==> config.mk <==
export PLATFORM = sky130hd
export DESIGN_NAME = axis_tx_frame_gen
export DESIGN_NICKNAME = d
export VERILOG_FILES = /design/src/rtl/axis_tx_frame_gen_pkg.sv /design/src/rtl/axis_tx_frame_gen_beat_builder.sv /design/src/rtl/axis_tx_frame_gen.sv
export SDC_FILE = /design/constraint.sdc
export NUM_CORES = 1
export LEC_CHECK = 0
export CORE_ASPECT_RATIO = 0.5
export CORE_MARGIN = 8
export CORE_UTILIZATION = 31
export DETAILED_ROUTE_END_ITERATION = 8
export PLACE_DENSITY_LB_ADDON = 0.3
export RECOVER_POWER = 25
export SETUP_SLACK_MARGIN = 0.15
export SYNTH_ARGS = -nofsm -noshare
export SYNTH_HDL_FRONTEND = slang
export SYNTH_HIERARCHICAL = 1
export SYNTH_SLANG_ARGS = --single-unit
export TNS_END_PERCENT = 1
==> constraint.sdc <==
create_clock -name dclk -period 5.8 [get_ports dclk]
set_clock_uncertainty 0.1 [all_clocks]
set_input_delay 1.45 -clock dclk [delete_from_list [all_inputs] [get_ports dclk]]
set_output_delay 1.45 -clock dclk [all_outputs]
set_load 0.05 [all_outputs]
==> src/rtl/axis_tx_frame_gen_pkg.sv <==
// Shared types and helpers for the AXI-Stream Ethernet test-frame generator.
package axis_tx_frame_gen_pkg;

  typedef enum logic [1:0] {
    ST_IDLE = 2'd0,
    ST_SEND = 2'd1,
    ST_GAP  = 2'd2
  } state_t;

  localparam int ETH_HDR_LEN = 14;
  localparam int AXIS_BYTES  = 8;

  // Byte enables for a final beat carrying (len % 8) bytes; zero remainder means a full beat.
  function automatic logic [AXIS_BYTES-1:0] keep_from_rem(input logic [2:0] rem);
    return (rem == 3'd0) ? 8'hFF : ~(8'hFF << rem);
  endfunction

endpackage

==> src/rtl/axis_tx_frame_gen_beat_builder.sv <==
// Combinational builder for one 64-bit beat: header bytes, then incrementing payload.
module eth_beat_builder
  import axis_tx_frame_gen_pkg::*;
(
  input  logic [47:0] dst_mac,
  input  logic [47:0] src_mac,
  input  logic [15:0] ethertype,
  input  logic [7:0]  seed,
  input  logic [15:0] frame_len,
  input  logic [7:0]  frame_lsb,
  input  logic [15:0] beat_idx,
  output logic [63:0] tdata,
  output logic [7:0]  tkeep,
  output logic        tlast
);

  logic [7:0]  hdr_b [ETH_HDR_LEN];
  logic [15:0] base;

  assign hdr_b = '{dst_mac[47:40], dst_mac[39:32], dst_mac[31:24], dst_mac[23:16],
                   dst_mac[15:8],  dst_mac[7:0],   src_mac[47:40], src_mac[39:32],
                   src_mac[31:24], src_mac[23:16], src_mac[15:8],  src_mac[7:0],
                   ethertype[15:8], ethertype[7:0]};

  assign base  = beat_idx << 3;
  assign tlast = (beat_idx == ((frame_len - 16'd1) >> 3));
  assign tkeep = tlast ? keep_from_rem(frame_len[2:0]) : 8'hFF;

  function automatic logic [7:0] frame_byte(input logic [15:0] idx);
    if (idx < 16'(ETH_HDR_LEN))
      return hdr_b[idx[3:0]];
    return seed + frame_lsb + 8'(idx - 16'(ETH_HDR_LEN));
  endfunction

  // Lanes beyond the frame end are forced to zero so the bus is clean on short final beats.
  for (genvar j = 0; j < AXIS_BYTES; j++) begin : g_lane
    assign tdata[8*j +: 8] = tkeep[j] ? frame_byte(base + 16'(j)) : 8'h00;
  end

endmodule

==> src/rtl/axis_tx_frame_gen.sv <==
// Ethernet test-frame generator: N frames of header + incrementing payload with inter-frame gap.
module axis_tx_frame_gen
  import axis_tx_frame_gen_pkg::*;
#(
  parameter int MAX_LEN = 1514,
  parameter int MIN_LEN = 60,
  parameter int GAP_W   = 8
) (
  input  logic             dclk,
  input  logic             rst,
  input  logic             start,
  input  logic [47:0]      dst_mac,
  input  logic [47:0]      src_mac,
  input  logic [15:0]      ethertype,
  input  logic [15:0]      frame_len,
  input  logic [15:0]      num_frames,
  input  logic [7:0]       seed,
  input  logic [GAP_W-1:0] gap_cycles,
  output logic             m_axis_tvalid,
  input  logic             m_axis_tready,
  output logic [63:0]      m_axis_tdata,
  output logic [7:0]       m_axis_tkeep,
  output logic             m_axis_tlast,
  output logic             busy,
  output logic             done,
  output logic             err,
  output logic [15:0]      frame_cnt
);

  state_t           state;
  logic [47:0]      dst_q, src_q;
  logic [15:0]      type_q, len_q, nfr_q;
  logic [7:0]       seed_q;
  logic [GAP_W-1:0] gap_q, gap_cnt;
  logic [15:0]      frame_idx, beat_ptr;

  logic             start_ok, handshake, last_frame;
  logic [47:0]      b_dst, b_src;
  logic [15:0]      b_type, b_len, b_frame, b_beat;
  logic [7:0]       b_seed;
  logic [63:0]      b_data;
  logic [7:0]       b_keep;
  logic             b_last;

  assign start_ok   = (frame_len >= 16'(MIN_LEN)) && (frame_len <= 16'(MAX_LEN)) &&
                      (num_frames != 16'd0);
  assign handshake  = m_axis_tvalid & m_axis_tready;
  assign last_frame = (frame_idx + 16'd1 == nfr_q);

  // The builder always computes the beat that will be loaded at the next edge;
  // in IDLE that is beat 0 built straight from the live inputs.
  always_comb begin
    // NOTE: every always_comb output gets a default first so no path can infer a latch.
    b_dst   = dst_q;
    b_src   = src_q;
    b_type  = type_q;
    b_len   = len_q;
    b_seed  = seed_q;
    b_frame = frame_idx;
    b_beat  = beat_ptr;
    if (state == ST_IDLE) begin
      b_dst   = dst_mac;
      b_src   = src_mac;
      b_type  = ethertype;
      b_len   = frame_len;
      b_seed  = seed;
      b_frame = 16'd0;
      b_beat  = 16'd0;
    end else if (state == ST_GAP) begin
      b_beat = 16'd0;
    end else if (m_axis_tlast) begin
      b_frame = frame_idx + 16'd1;
      b_beat  = 16'd0;
    end
  end

  eth_beat_builder u_builder (
    .dst_mac   (b_dst),
    .src_mac   (b_src),
    .ethertype (b_type),
    .seed      (b_seed),
    .frame_len (b_len),
    .frame_lsb (b_frame[7:0]),
    .beat_idx  (b_beat),
    .tdata     (b_data),
    .tkeep     (b_keep),
    .tlast     (b_last)
  );

  // NOTE: sequential state uses non-blocking assignments so every register samples pre-edge values.
  always_ff @(posedge dclk) begin
    if (rst) begin
      state         <= ST_IDLE;
      dst_q         <= '0;
      src_q         <= '0;
      type_q        <= '0;
      len_q         <= '0;
      nfr_q         <= '0;
      seed_q        <= '0;
      gap_q         <= '0;
      gap_cnt       <= '0;
      frame_idx     <= '0;
      beat_ptr      <= '0;
      m_axis_tvalid <= 1'b0;
      m_axis_tdata  <= '0;
      m_axis_tkeep  <= '0;
      m_axis_tlast  <= 1'b0;
      busy          <= 1'b0;
      done          <= 1'b0;
      err           <= 1'b0;
      frame_cnt     <= '0;
    end else begin
      done <= 1'b0;
      err  <= 1'b0;
      case (state)
        ST_IDLE: begin
          if (start && start_ok) begin
            dst_q         <= dst_mac;
            src_q         <= src_mac;
            type_q        <= ethertype;
            len_q         <= frame_len;
            nfr_q         <= num_frames;
            seed_q        <= seed;
            gap_q         <= gap_cycles;
            frame_idx     <= 16'd0;
            frame_cnt     <= 16'd0;
            beat_ptr      <= 16'd1;
            m_axis_tvalid <= 1'b1;
            m_axis_tdata  <= b_data;
            m_axis_tkeep  <= b_keep;
            m_axis_tlast  <= b_last;
            busy          <= 1'b1;
            state         <= ST_SEND;
          end else if (start) begin
            err <= 1'b1;
          end
        end
        ST_SEND: begin
          if (handshake && m_axis_tlast) begin
            frame_cnt <= frame_cnt + 16'd1;
            if (last_frame || gap_q != '0) begin
              m_axis_tvalid <= 1'b0;
              m_axis_tdata  <= '0;
              m_axis_tkeep  <= '0;
              m_axis_tlast  <= 1'b0;
            end
            if (last_frame) begin
              busy  <= 1'b0;
              done  <= 1'b1;
              state <= ST_IDLE;
            end else begin
              frame_idx <= frame_idx + 16'd1;
              if (gap_q != '0) begin
                gap_cnt <= gap_q;
                state   <= ST_GAP;
              end else begin
                beat_ptr     <= 16'd1;
                m_axis_tdata <= b_data;
                m_axis_tkeep <= b_keep;
                m_axis_tlast <= b_last;
              end
            end
          end else if (handshake) begin
            beat_ptr     <= beat_ptr + 16'd1;
            m_axis_tdata <= b_data;
            m_axis_tkeep <= b_keep;
            m_axis_tlast <= b_last;
          end
        end
        ST_GAP: begin
          if (gap_cnt == GAP_W'(1)) begin
            beat_ptr      <= 16'd1;
            m_axis_tvalid <= 1'b1;
            m_axis_tdata  <= b_data;
            m_axis_tkeep  <= b_keep;
            m_axis_tlast  <= b_last;
            state         <= ST_SEND;
          end else begin
            gap_cnt <= gap_cnt - GAP_W'(1);
          end
        end
        default: state <= ST_IDLE;
      endcase
    end
  end

endmodule

== After elaboration in Yosys (flattened, before gate mapping) ==
Index checks and enable logic that the tools add are counted.

* Add/subtract/negate cells: 29
* Order comparisons: 18
* Equality and inequality tests: 17
* Shift operators: 1
* Multiplexer cells: 127
* Bitwise logic cells: 13
* Reduce and logical (&&, ||, !) cells: 23

{| class="wikitable"
|+ Operators with widths
! cell !! count
|-
| $mux 8 || 57
|-
| $mux 64 || 7
|-
| $bmux 8 s4 || 8
|-
| $mux 16 || 15
|-
| $pmux 64 s3 || 1
|-
| $lt 16x4->1 const B || 8
|-
| $mux 48 || 2
|-
| $add 8x8->8 || 9
|-
| $add 16x1->16 const B || 4
|-
| $add 16x3->16 const B || 4
|-
| $pmux 16 s2 || 2
|-
| $sub 8x4->8 const B || 8
|-
| $pmux 16 s3 || 1
|-
| $ge 5x5->1 const B || 8
|-
| $not 4->5 || 8
|-
| $add 16x2->16 const B || 2
|-
| $pmux 8 s3 || 1
|-
| $mux 1 || 23
|-
| $eq 16x13->1 || 1
|-
| $eq 16x16->1 || 1
|-
| $ge 16x6->1 const B || 1
|-
| $le 16x11->1 const B || 1
|-
| $pmux 8 s2 || 1
|-
| $reduce_and 4->1 || 4
|-
| other kinds (29) || 51
|}

* Flip-flop bits (word level): 295
* Logic and storage cells: 247

== Logic depth before layout (Yosys ltp) ==
Gate-level depths: netlist (run 1).

* Word-level depth: 15
* Depth in mapped cells: 26
* Mapped depth without buffers: 21

== By module ==
Netlist (run 1), hierarchy kept.

{| class="wikitable"
|+ Modules (own cells, without submodules)
! module !! instances !! cells an instance !! area each (sq um) !! sequential area each (sq um)
|-
| axis_tx_frame_gen || 1 || 1835 || 13339.0 || 5905.7
|-
| eth_beat_builder || 1 || 483 || 3326.9 || 0.0
|}

== Least setup slack after synthesis (run 1) ==
Ideal clock, no wire load.

* Path kind: input-to-reg
* Start point: input seed[0]
* End point: register m_axis_tdata[31]
* Setup time: 0.117 ns
* Data arrival time: 4.964 ns
* Path slack: 0.619 ns
* Stages: 21
* Path buffers: 1
* Path through: nand2_1 > nand2_1 > ha_1 > fa_1 > a21o_1 > a21oi_1 > nor2_1 > o21ai_0 > nand2b_1 > xnor2_1 > ha_1 > inv_1 > ha_1 > clkbuf_1 > nand2_1 > nor2_1 > a21oi_1 > xnor3_1 > a21oi_1 > nor2_1 > a22o_1

* Cells in the longest elaborated chain, start to end: 9
* Elaborated cells between the ends (all ways): 12
* Classes of those cells: add/sub: 2; mux: 10

{| class="wikitable"
|+ RTL lines
! item !! RTL line !! RTL
|-
| from (decl) || axis_tx_frame_gen.sv:17 || <nowiki>input logic [7:0] seed,</nowiki>
|-
| $mux 8 * || axis_tx_frame_gen.sv:61 || <nowiki>if (state == ST_IDLE) begin</nowiki>
|-
| via b_seed[0] || axis_tx_frame_gen.sv:40 || <nowiki>logic [7:0] b_seed;</nowiki>
|-
| $add 8x8->8 * (2 in a row) || axis_tx_frame_gen_beat_builder.sv:32 || <nowiki>return seed + frame_lsb + 8'(idx - 16'(ETH_HDR_LEN));</nowiki>
|-
| $mux 8 * || axis_tx_frame_gen_beat_builder.sv:32 ||
|-
| $mux 8 * || axis_tx_frame_gen_beat_builder.sv:37 || <nowiki>assign tdata[8*j +: 8] = tkeep[j] ? frame_byte(base + 16'(j)) : 8'h00;</nowiki>
|-
| via b_data[31] || axis_tx_frame_gen.sv:41 || <nowiki>logic [63:0] b_data;</nowiki>
|-
| $mux 64 || axis_tx_frame_gen.sv:153 || <nowiki>if (gap_q != '0) begin</nowiki>
|-
| $mux 64 || axis_tx_frame_gen.sv:147 || <nowiki>if (last_frame) begin</nowiki>
|-
| $mux 64 || axis_tx_frame_gen.sv:139 || <nowiki>if (handshake && m_axis_tlast) begin</nowiki>
|-
| $pmux 64 s3 * || axis_tx_frame_gen.sv:115 || <nowiki>case (state)</nowiki>
|-
| to (signal assigned) || axis_tx_frame_gen.sv:129 || <nowiki>m_axis_tdata <= b_data;</nowiki>
|-
| to (signal assigned) || axis_tx_frame_gen.sv:158 || <nowiki>m_axis_tdata <= b_data;</nowiki>
|-
| to (signal assigned) || axis_tx_frame_gen.sv:165 || <nowiki>m_axis_tdata <= b_data;</nowiki>
|-
| to (decl) || axis_tx_frame_gen.sv:21 || <nowiki>output logic [63:0] m_axis_tdata,</nowiki>
|}

The timed path passes the listed nets; every way through them passes the cells marked *. The select of a mux whose other input is x is not followed.
A chain may end at the register's enable or synchronous reset.

== Final worst setup path (run 1) ==
* Start point: input num_frames[15]
* End point: register dst_q[19]

* Cells in the longest elaborated chain, start to end: 4

{| class="wikitable"
|+ RTL lines
! item !! RTL line !! RTL
|-
| from (decl) || axis_tx_frame_gen.sv:16 || <nowiki>input logic [15:0] num_frames,</nowiki>
|-
| $reduce_bool 16->1 || axis_tx_frame_gen.sv:46 || <nowiki>(num_frames != 16'd0);</nowiki>
|-
| $logic_and 1x1->1 || axis_tx_frame_gen.sv:45 || <nowiki>assign start_ok = (frame_len >= 16'(MIN_LEN)) && (frame_len <= 16'(MAX_LEN)) &&</nowiki>
|-
| $logic_and 1x1->1 || axis_tx_frame_gen.sv:117 || <nowiki>if (start && start_ok) begin</nowiki>
|-
| $reduce_and 2->1 (no source line) || n/a ||
|-
| to (signal assigned) || axis_tx_frame_gen.sv:118 || <nowiki>dst_q <= dst_mac;</nowiki>
|-
| to (decl) || axis_tx_frame_gen.sv:31 || <nowiki>logic [47:0] dst_q, src_q;</nowiki>
|}

No other way between the ends.

==> run_results.csv, run 1 <==
group,metric,value,unit
worst_setup_path,cp_data_arrival_time,5.48,ns
yosys,avgSynthCellArea,7.19,um2
power,seqPwrFrac,0.405,
drt,wl_met3,2140,um
yosys,synth-edff-count,0,
power,ir_drop,203,uV
min_path,min_path_type,"flip-flop to flip-flop",
cells_and_area,drive_gt1_frac,0.0538,
yosys,synthTopCellsByArea,"dfxtp_1, nand2_1, a21oi_1",
drt,postRouteAntennaNets,0,
drt,drc,0,
drt,wl_met2,28400,um
timing,tightest_slew,1.72,ns
drt,via_per_inst,5.07,
outcome,outcome,"complete, but fails checks",
floorplanning,ios,257,
clock_tree,root_buffer,"clkbuf_16",
clock_tree,cts_resized,0,
drt,wl,58700,um
yosys,syn_inst,2318,
global_routing,grt_max_degree,150,
yosys,ys_ff_latch,295,
timing,fmax,0.197,GHz
timing,finalSetupViolCount,0,
timing,slew_headroom,-0.152,
placed_design,place.gp.congestion,0.890,
floorplanning,die_w,344,um
global_routing,grt_util_all_layers,0.182,
power,power_frac_comb,0.178,
power,total_power,5.09,mW
min_path,hold_depth,2,
clock_tree,cts_buffer_depth,3,
cells_and_area,layout.nets,2685,
cells_and_area,fill_cells,5509,
flow_run,cap_viol_max_count,1,
outcome,violations,"max-capacitance violations, max-slew violations",
timing,fin_tns_setup,0,ns
power,netSwitchingFraction,0.288,
placed_design,hpwl,41600,um
clock_tree,hold_buffers,0,
timing,finalHoldViolCount,0,
global_routing,grt_first_pass_wirelength,91500,um
power,clkPwrFrac,0.417,
yosys,netlist_area,16700,um2
floorplanning,initial_core_util,0.312,
global_routing,grt_pass1_vias,15400,
yosys,async_flop_share,0,
floorplanning,core-area,53500,um2
timing,layout_worst_path_cycle_share,0.876,
worst_setup_path,reg2reg_depth,21,
timing,period_needed,5.08,ns
global_routing,grt_remaining_overflow,0,
drt,routedWlPerCell,18.2,um
power,internal-power,3.63,mW
drt,initialDrtViolationCount,1266,
clock_tree,tritoncts,"done",
worst_setup_path,crit_type,"input port to flip-flop",
yosys,synth.distinct_cells,66,
drt,highest_layer,"met4",
yosys,synth_top_area_frac,0.354,
timing,rsz0062_at_grt,"false",
worst_setup_path,start_kind,"input port",
timing,finalMaxSlewViolations,40,
clock_tree,path_clk_slew,0.06,ns
cells_and_area,synthToLayoutAreaGrowth,25.6,%
cells_and_area,utilization,0.392,
yosys,ys.warnings.count,6,
clock_tree,numCtsBuffers,31,
clock_tree,post_cts_buffers,0,
power,switchingPower,1.47,mW
drt,met1_length,26100,um
placed_design,io_buffers,256,
yosys,seq_area_frac_synth,0.354,
power,power_density,243,nW/um2
power,power.static_leakage,8.23,nW
yosys,syn_nets,2520,
worst_setup_path,critPathMaxFanout,41,
clock_tree,clkLatencyLatePin,0.58,ns
drt,dr_total_vias,16300,
cells_and_area,final_cells,3223,
global_routing,antenna_found_initial,3,
clock_tree,htreeDepth,1,
yosys,synthFlopType,"dfxtp_1",
worst_setup_path,endpoint_kind,"flip-flop",
floorplanning,rows,60,
worst_setup_path,cp.required,6.19,ns
floorplanning,die_y,180,um
placed_design,dp.cells,3163,
clock_tree,cts_sinks,295,
yosys,synth_top_area_cell,"dfxtp_1",
drt,drt_first_pass_iters,5,
floorplanning,die_area,61900,um2
-- cells in the mapped netlist (19+ instances only) --
| cell | instances |
|---|---|
| clkbuf_1 | 126 |
| ha_1 | 32 |
| mux2i_1 | 45 |
| nor4_1 | 36 |
| a22o_1 | 76 |
| nand2b_1 | 20 |
| inv_1 | 31 |
| o21ai_0 | 63 |
| dfxtp_1 | 295 |
| nor3_1 | 25 |
| xor2_1 | 36 |
| xnor2_1 | 55 |
| a211oi_1 | 19 |
| and2_1 | 27 |
| nand2_1 | 806 |
| nor2_1 | 120 |
| nand3_1 | 46 |
| a21oi_1 | 240 |
-- sequential cells by signal, summed over array words and instances, names as in the netlist --
register       flops
seed_q             8
len_q             16
m_axis_tvalid      1
beat_ptr          16
gap_cnt            8
busy               1
nfr_q             16
frame_cnt         16
type_q            16
m_axis_tdata      64
frame_idx         16
gap_q              8
done               1
dst_q             48
m_axis_tlast       1
m_axis_tkeep       8
state              2
err                1
src_q             48
-- cell families (layout without fill, tap and decap cells) --
group	after synthesis	in the layout	synth area share
AO/OA/AOI/OAI	459	459	0.171
AND/OR/NAND/NOR	1176	1176	0.303
buffers and inverters	193	382	0.0472
multiplexers	58	58	0.0358
XOR/XNOR	98	98	0.0574
adder cells (fa/ha/maj)	38	38	0.0312
other	1	4	0.000225
flip-flops	295	295	0.354
-- placed cells by master (no fill, tap or decap), types with 7 or more instances in the layout --
master	count
a211oi_1	19
a21o_1	10
a21oi_1	240
a22o_1	76
a31oi_1	10
and2_1	26
and3_1	10
buf_4	32
clkbuf_16	31
clkdlybuf4s50_1	161
clkinv_2	8
dfxtp_1	295
dlygate4sd3_1	94
ha_1	32
inv_1	31
mux2_2	13
mux2i_1	45
nand2_1	806
nand2b_1	20
nand3_1	45
nand4_1	17
nor2_1	117
nor2b_1	17
nor3_1	22
nor4_1	36
o211ai_1	7
o21ai_0	63
o31ai_1	8
or2_2	7
or3_1	11
xnor2_1	55
xor2_1	36
-- final cells by class --
| class | count | area (um2) | share of cell area |
|---|---|---|---|
| Tap cell | 713 | 892 | 0.0426 |
| Multi-Input combinational cell | 1830 | 10000 | 0.479 |
| Clock inverter | 16 | 196 | 0.00938 |
| Inverter | 31 | 116 | 0.00556 |
| Timing Repair Buffer | 294 | 2920 | 0.140 |
| Sequential cell | 295 | 5910 | 0.282 |
| Clock buffer | 41 | 863 | 0.0412 |
| Antenna cell | 3 | 7.51 | 0.000359 |
-- power groups by stage --
stage / Sequential (mW) / Clock [mW] / Combinational, mW
2_1_floorplan: 2.16 / 0 / 0.497
3_3_place_gp: 2.11 / 0 / 0.904
3_5_place_dp: 2.11 / 0 / 0.907
4_1_cts: 2.06 / 2.17 / 0.912
5_1_grt: 2.07 / 2.25 / 0.986
6_report: 2.06 / 2.12 / 0.907
-- through the flow --
step	area, um2	hold slack, ns	setup WS (ns)
3_3_place_gp	19900	0.342	0.171
4_1_cts	20900	0.355	0.778
5_1_grt	20900	0.370	0.393
2_1_floorplan	16700	0.330	0.619
6_report	20900	0.354	0.717
3_5_place_dp	19900	0.344	0.164
-- final timing paths --
path,from,slack [ns],end
worst min-delay path,src_q[23]$_SDFFE_PP0P_,0.35,src_q[23]$_SDFFE_PP0P_
worst min register to register,src_q[23]$_SDFFE_PP0P_,0.35,src_q[23]$_SDFFE_PP0P_
worst max-delay path,num_frames[15],0.72,dst_q[19]$_SDFFE_PP0P_
worst max register to register,frame_idx[0]$_SDFFE_PP0P_,0.80,m_axis_tdata[31]$_SDFFE_PP0P_
-- critical path: stages --
cell           delay, ns
dlygate4sd3_1       0.58
nor4_1              0.68
nand4_1             0.40
nand4_1             0.29
nor2_1              0.11
nand2_1             1.25
buf_4               0.43
nand2_1             0.08
a21oi_1             0.15
-- layer usage --
metal  up-vias  GRT usage
li1       8123          -
met4         0     0.0660
met2       327      0.307
met5         -          0
met1      7792      0.237
met3        98     0.0256
(Power assumes the default switching activity.)
==> run 2: changes to the inputs <==
REMOVE_ABC_BUFFERS = 1   (was default)
==> run 2 against run 1 <==
Effect of this change:
- the run still ends with max-capacitance violations, max-slew violations left
- clock power grew 3%
- worst hold slack lost 0.00056 ns
- non-clock buffer count is the same
- critical path type unchanged
==> run_results.csv, run 2 (synthesis results as in run 1) <==
group,metric,value,unit
power,power_density,245,nW/um2
global_routing,antenna_found_initial,4,
global_routing,grt_pass1_vias,15500,
cells_and_area,final_cell_mix,"nand2_1, dfxtp_1, a21oi_1, clkdlybuf4s50_1, nor2_1",
power,total_power,5.14,mW
global_routing,grt_max_degree,83,
cells_and_area,synthToLayoutAreaGrowth,25.6,%
flow_run,cap_viol_max_count,1,
cells_and_area,final_common_cell,"nand2_1",
clock_tree,cts_resized,0,
placed_design,place.gp.congestion,0.856,
drt,via_per_inst,4.99,
timing,tightest_slew,1.75,ns
timing,fmax,0.189,GHz
floorplanning,die_y,180,um
cells_and_area,largest_register_ffs,64,
timing,slew_headroom,-0.165,
timing,rsz0062_at_grt,"false",
clock_tree,htreeDepth,1,
clock_tree,tritoncts,"done",
outcome,outcome,"complete, but fails checks",
min_path,min_path_type,"flip-flop to flip-flop",
drt,wl,56000,um
clock_tree,hold_buffers,0,
placed_design,io_buffers,256,
timing,layout_worst_path_cycle_share,0.911,
clock_tree,numCtsBuffers,31,
power,internal-power,3.69,mW
cells_and_area,drive_gt1_frac,0.0551,
worst_setup_path,start_kind,"input port",
worst_setup_path,cp_data_arrival_time,5.71,ns
clock_tree,root_buffer,"clkbuf_16",
cells_and_area,reg.largest.list,"m_axis_tdata x64, dst_q x48, src_q x48",
worst_setup_path,endpoint_kind,"flip-flop",
drt,dr_total_vias,16100,
global_routing,grt_remaining_overflow,0,
outcome,violations,"max-capacitance violations, max-slew violations",
global_routing,grt_util_all_layers,0.173,
worst_setup_path,cp.required,6.23,ns
floorplanning,core-area,53500,um2
cells_and_area,final_cells,3223,
clock_tree,cts_sinks,295,
clock_tree,clkLatencyLatePin,0.59,ns
cells_and_area,layout.nets,2685,
placed_design,placed_area,19800,um2
floorplanning,ios,257,
power,power_frac_comb,0.171,
drt,routedWlPerCell,17.4,um
power,clkPwrFrac,0.427,
cells_and_area,top_register,"m_axis_tdata",
power,netSwitchingFraction,0.282,
timing,period_needed,5.28,ns
power,ir_drop,223,uV
clock_tree,post_cts_buffers,0,
worst_setup_path,crit_type,"input port to flip-flop",
placed_design,place_ws,0.0199,ns
timing,finalMaxSlewViolations,77,
drt,drt_first_pass_iters,5,
timing,worst_slack,0.517,ns
drt,postRouteAntennaNets,0,
clock_tree,path_clk_slew,0.06,ns
power,seqPwrFrac,0.402,
drt,initialDrtViolationCount,990,
floorplanning,die_w,344,um
power,power.static_leakage,8.22,nW
power,switchingPower,1.45,mW
floorplanning,initial_core_util,0.312,
cells_and_area,postLayoutCellArea,20900,um2
global_routing,grt_first_pass_wirelength,87600,um
floorplanning,die_area,61900,um2
worst_setup_path,critPathMaxFanout,42,
timing,finalHoldViolCount,0,
placed_design,hpwl,38800,um
clock_tree,cts_buffer_depth,3,
timing,finalSetupViolCount,0,
floorplanning,rows,60,
placed_design,dp.cells,3163,
drt,drc,0,
run 2: per-stage QoR:
step / hold slack, ns / setup TNS (ns) / util
2_1_floorplan: 0.330 / -1579.30 / -
3_3_place_gp: 0.341 / 0 / 0.371
3_5_place_dp: 0.347 / 0 / 0.371
4_1_cts: 0.355 / 0 / 0.392
5_1_grt: 0.371 / 0 / 0.392
6_report: 0.354 / 0 / 0.392
run 2: layout make-up:
cell class,count,area [um2]
Antenna cell,4,10.0
Tap cell,713,892
Sequential cell,295,5910
Multi-Input combinational cell,1830,10000
Clock buffer,39,876
Clock inverter,17,231
Inverter,31,116
Timing Repair Buffer,294,2870
Fill cell,5527,32500
run 2: worst max-delay path: stages:
cell	delay, ns
dlygate4sd3_1	0.62
nor4bb_1	0.40
nand4b_1	0.15
a21boi_0	0.22
nor3_1	0.36
nor2_1	0.19
o31ai_2	0.68
nor2b_4	0.82
buf_4	0.59
a22o_1	0.21
run 2: final timing paths:
path | slack, ns | depth (start not counted) | endpoint | startpoint
worst max-delay path | 0.52 | 10 | m_axis_tdata[34]$_SDFFE_PP0P_ | frame_len[10]
worst min-delay path | 0.35 | 2 | src_q[31]$_SDFFE_PP0P_ | src_q[31]$_SDFFE_PP0P_
worst max register to register | 0.74 | 18 | m_axis_tdata[15]$_SDFFE_PP0P_ | frame_idx[0]$_SDFFE_PP0P_
worst min register to register | 0.35 | 2 | src_q[31]$_SDFFE_PP0P_ | src_q[31]$_SDFFE_PP0P_
run 2: power by group through the flow:
stage               registers (mW)  clock network, mW  logic [mW]
floorplan                     2.16                  0       0.473
global placement              2.11                  0       0.878
detailed placement            2.11                  0       0.884
CTS                           2.07               2.25       0.888
global route                  2.07               2.33       0.962
finish                        2.07               2.19       0.878
run 2: metal layers:
layer,global-route usage,up-vias,wire [um]
met3,0.0244,85,1990
met1,0.210,7599,23600
met2,0.311,273,28400
li1,-,8137,-
met5,0,-,0
met4,0.0625,0,2080
==> run 3: changes to the inputs <==
CTS_CLUSTER_SIZE = 12   (was default)
==> run 3 against run 2 <==
Effect of this change:
- the flow now finishes without violations
- sequential power is essentially flat
- combinational power hardly changed
- clock power is 3% lower
- critical path depth is 8 higher
- non-clock buffer count unchanged
- via count rose by 0.16%
- largest cell class unchanged
==> run_results.csv, run 3 (synthesis results as in run 1) <==
group,metric,value,unit
drt,postRouteAntennaNets,0,
min_path,min_from,"len_q[10]$_SDFFE_PP0P_",
worst_setup_path,r2r_setup_slack,0.72,ns
cells_and_area,final_cells,3225,
timing,period_needed,5.28,ns
worst_setup_path,crit_type,"input port to flip-flop",
clock_tree,root_buffer,"clkbuf_16",
worst_setup_path,endpoint_kind,"flip-flop",
min_path,min_to,"len_q[10]$_SDFFE_PP0P_",
timing,rsz0062_at_grt,"false",
drt,dr_total_vias,16100,
clock_tree,hold_buffers,0,
worst_setup_path,crit_slowest_cell,"xnor2_1",
worst_setup_path,crit_chain,"clkdlybuf4s50_1 -> nand2_1 -> nand2_1 -> ha_1 -> fa_1 -> a21o_1 -> a21oi_1 -> nor2_1 -> o21ai_0 -> nand2b_1 -> xnor2_1 -> ha_1 -> xnor2_1 -> xnor2_1 -> xor3_1 -> a21oi_1 -> a21oi_1 -> a22o_1",
cells_and_area,final_cell_mix,"nand2_1, dfxtp_1, a21oi_1, clkdlybuf4s50_1, nor2_1",
floorplanning,die_area,61900,um2
global_routing,grt_pass1_vias,15600,
clock_tree,tritoncts,"done",
worst_setup_path,cp.required,6.12,ns
cells_and_area,top_register,"m_axis_tdata",
cells_and_area,synthToLayoutAreaGrowth,25.4,%
worst_setup_path,crit_family,"XOR/XNOR gates",
floorplanning,rows,60,
clock_tree,path_clk_slew,0.05,ns
min_path,min_path_type,"flip-flop to flip-flop",
drt,via_per_inst,5.00,
global_routing,grt_max_degree,83,
drt,drc,0,
floorplanning,core-area,53500,um2
drt,drt_first_pass_iters,5,
power,switchingPower,1.47,mW
clock_tree,numCtsBuffers,34,
power,power_frac_comb,0.173,
floorplanning,die_y,180,um
power,ir_drop,175,uV
drt,wl,56200,um
placed_design,place_ws,0.0199,ns
global_routing,antenna_found_initial,4,
timing,fmax,0.190,GHz
worst_setup_path,reg2reg_depth,18,
min_path,hold_depth,2,
worst_setup_path,cpPeakStageDelay,0.88,ns
timing,finalMaxSlewViolations,0,
timing,layout_worst_path_cycle_share,0.910,
flow_run,cap_viol_max_count,0,
clock_tree,cts_buffer_depth,3,
global_routing,grt_remaining_overflow,0,
clock_tree,post_cts_buffers,0,
power,netSwitchingFraction,0.289,
worst_setup_path,crit_buf_inv,1,
power,power_density,243,nW/um2
global_routing,grt_util_all_layers,0.175,
drt,routedWlPerCell,17.4,um
clock_tree,clkLatencyLatePin,0.54,ns
power,internal-power,3.61,mW
cells_and_area,drive_gt1_frac,0.0522,
cells_and_area,largest_register_ffs,64,
global_routing,grt_first_pass_wirelength,87900,um
worst_setup_path,critPathMaxFanout,8,
cells_and_area,layout.nets,2688,
cells_and_area,reg.largest.list,"m_axis_tdata x64, dst_q x48, src_q x48",
cells_and_area,final_common_cell,"nand2_1",
drt,initialDrtViolationCount,972,
floorplanning,die_w,344,um
power,clkPwrFrac,0.420,
timing,finalHoldViolCount,0,
clock_tree,cts_sinks,295,
clock_tree,cts_resized,0,
timing,tightest_slew,1.19,ns
timing,finalSetupViolCount,0,
placed_design,place.gp.congestion,0.856,
floorplanning,ios,257,
power,total_power,5.08,mW
power,seqPwrFrac,0.407,
placed_design,io_buffers,256,
worst_setup_path,reg2reg_from,"frame_idx[0]$_SDFFE_PP0P_",
power,power.static_leakage,8.21,nW
floorplanning,initial_core_util,0.312,
placed_design,hpwl,38800,um
timing,worst_slack,0.524,ns
clock_tree,htreeDepth,2,
outcome,outcome,"finished, final reports clean",
cells_and_area,utilization,0.391,
worst_setup_path,cp_data_arrival_time,5.60,ns
worst_setup_path,reg2reg_to,"m_axis_tdata[15]$_SDFFE_PP0P_",
cells_and_area,fill_cells,5547,
worst_setup_path,start_kind,"input port",
placed_design,dp.cells,3163,
timing,slew_headroom,0.201,
## run 3: cell count changes in the layout (fill, tap and decap cells not counted), moves of 3 or more
cell        delta
bufinv_16      -4
clkbuf_1      +10
clkbuf_16      +4
clkbuf_8       -3
clkinvlp_4     -4
## run 3: worst max path at each step
stage,start,end,cells past startpoint
detailed placement,seed[0],m_axis_tdata[15]$_SDFFE_PP0P_,18
floorplan,frame_len[9],m_axis_tdata[0]$_SDFFE_PP0P_,8
global placement,seed[0],m_axis_tdata[15]$_SDFFE_PP0P_,18
finish,seed[0],m_axis_tdata[15]$_SDFFE_PP0P_,18
CTS,seed[0],m_axis_tdata[15]$_SDFFE_PP0P_,18
global route,frame_len[10],m_axis_tdata[34]$_SDFFE_PP0P_,10
## run 3: stage by stage
step                      instance area (um2)  setup TNS, ns  hold slack, ns
after floorplan                         16000       -1579.30           0.330
after global placement                  19800              0           0.341
after detailed placement                19800              0           0.347
after CTS                               20900              0           0.355
after global routing                    20900              0           0.370
final                                   20900              0           0.352
## run 3: final cells by class
class / count / area, um2 / area share
diodes: 4 / 10.0 / 0.000479
flip-flops and latches: 295 / 5910 / 0.283
repair buffers: 294 / 2870 / 0.137
clock buffers: 49 / 968 / 0.0463
clock inverters: 9 / 96.3 / 0.00461
well taps: 713 / 892 / 0.0427
multi-input cells: 1830 / 10000 / 0.480
inverters: 31 / 116 / 0.00557
## run 3: power by group through the flow
stage	sequential, mW	combinational (mW)	clock (mW)
finish	2.07	0.880	2.13
CTS	2.07	0.888	2.18
global placement	2.11	0.878	0
global route	2.07	0.963	2.28
floorplan	2.16	0.473	0
detailed placement	2.11	0.884	0
## run 3: worst min-delay path, cell delays in order (launching register included)
cell and delay [ns]:
dfxtp_1 0.30, nand2_1 0.05, a21oi_1 0.05
## run 3: per-layer routing
metal  global-route usage  part of all wire  vias to the layer above
met5                    0                 0                        -
met4               0.0633             0.034                        0
met3               0.0285             0.042                       91
met2                0.311              0.50                      314
met1                0.211              0.42                     7583
li1                     -                 -                     8132
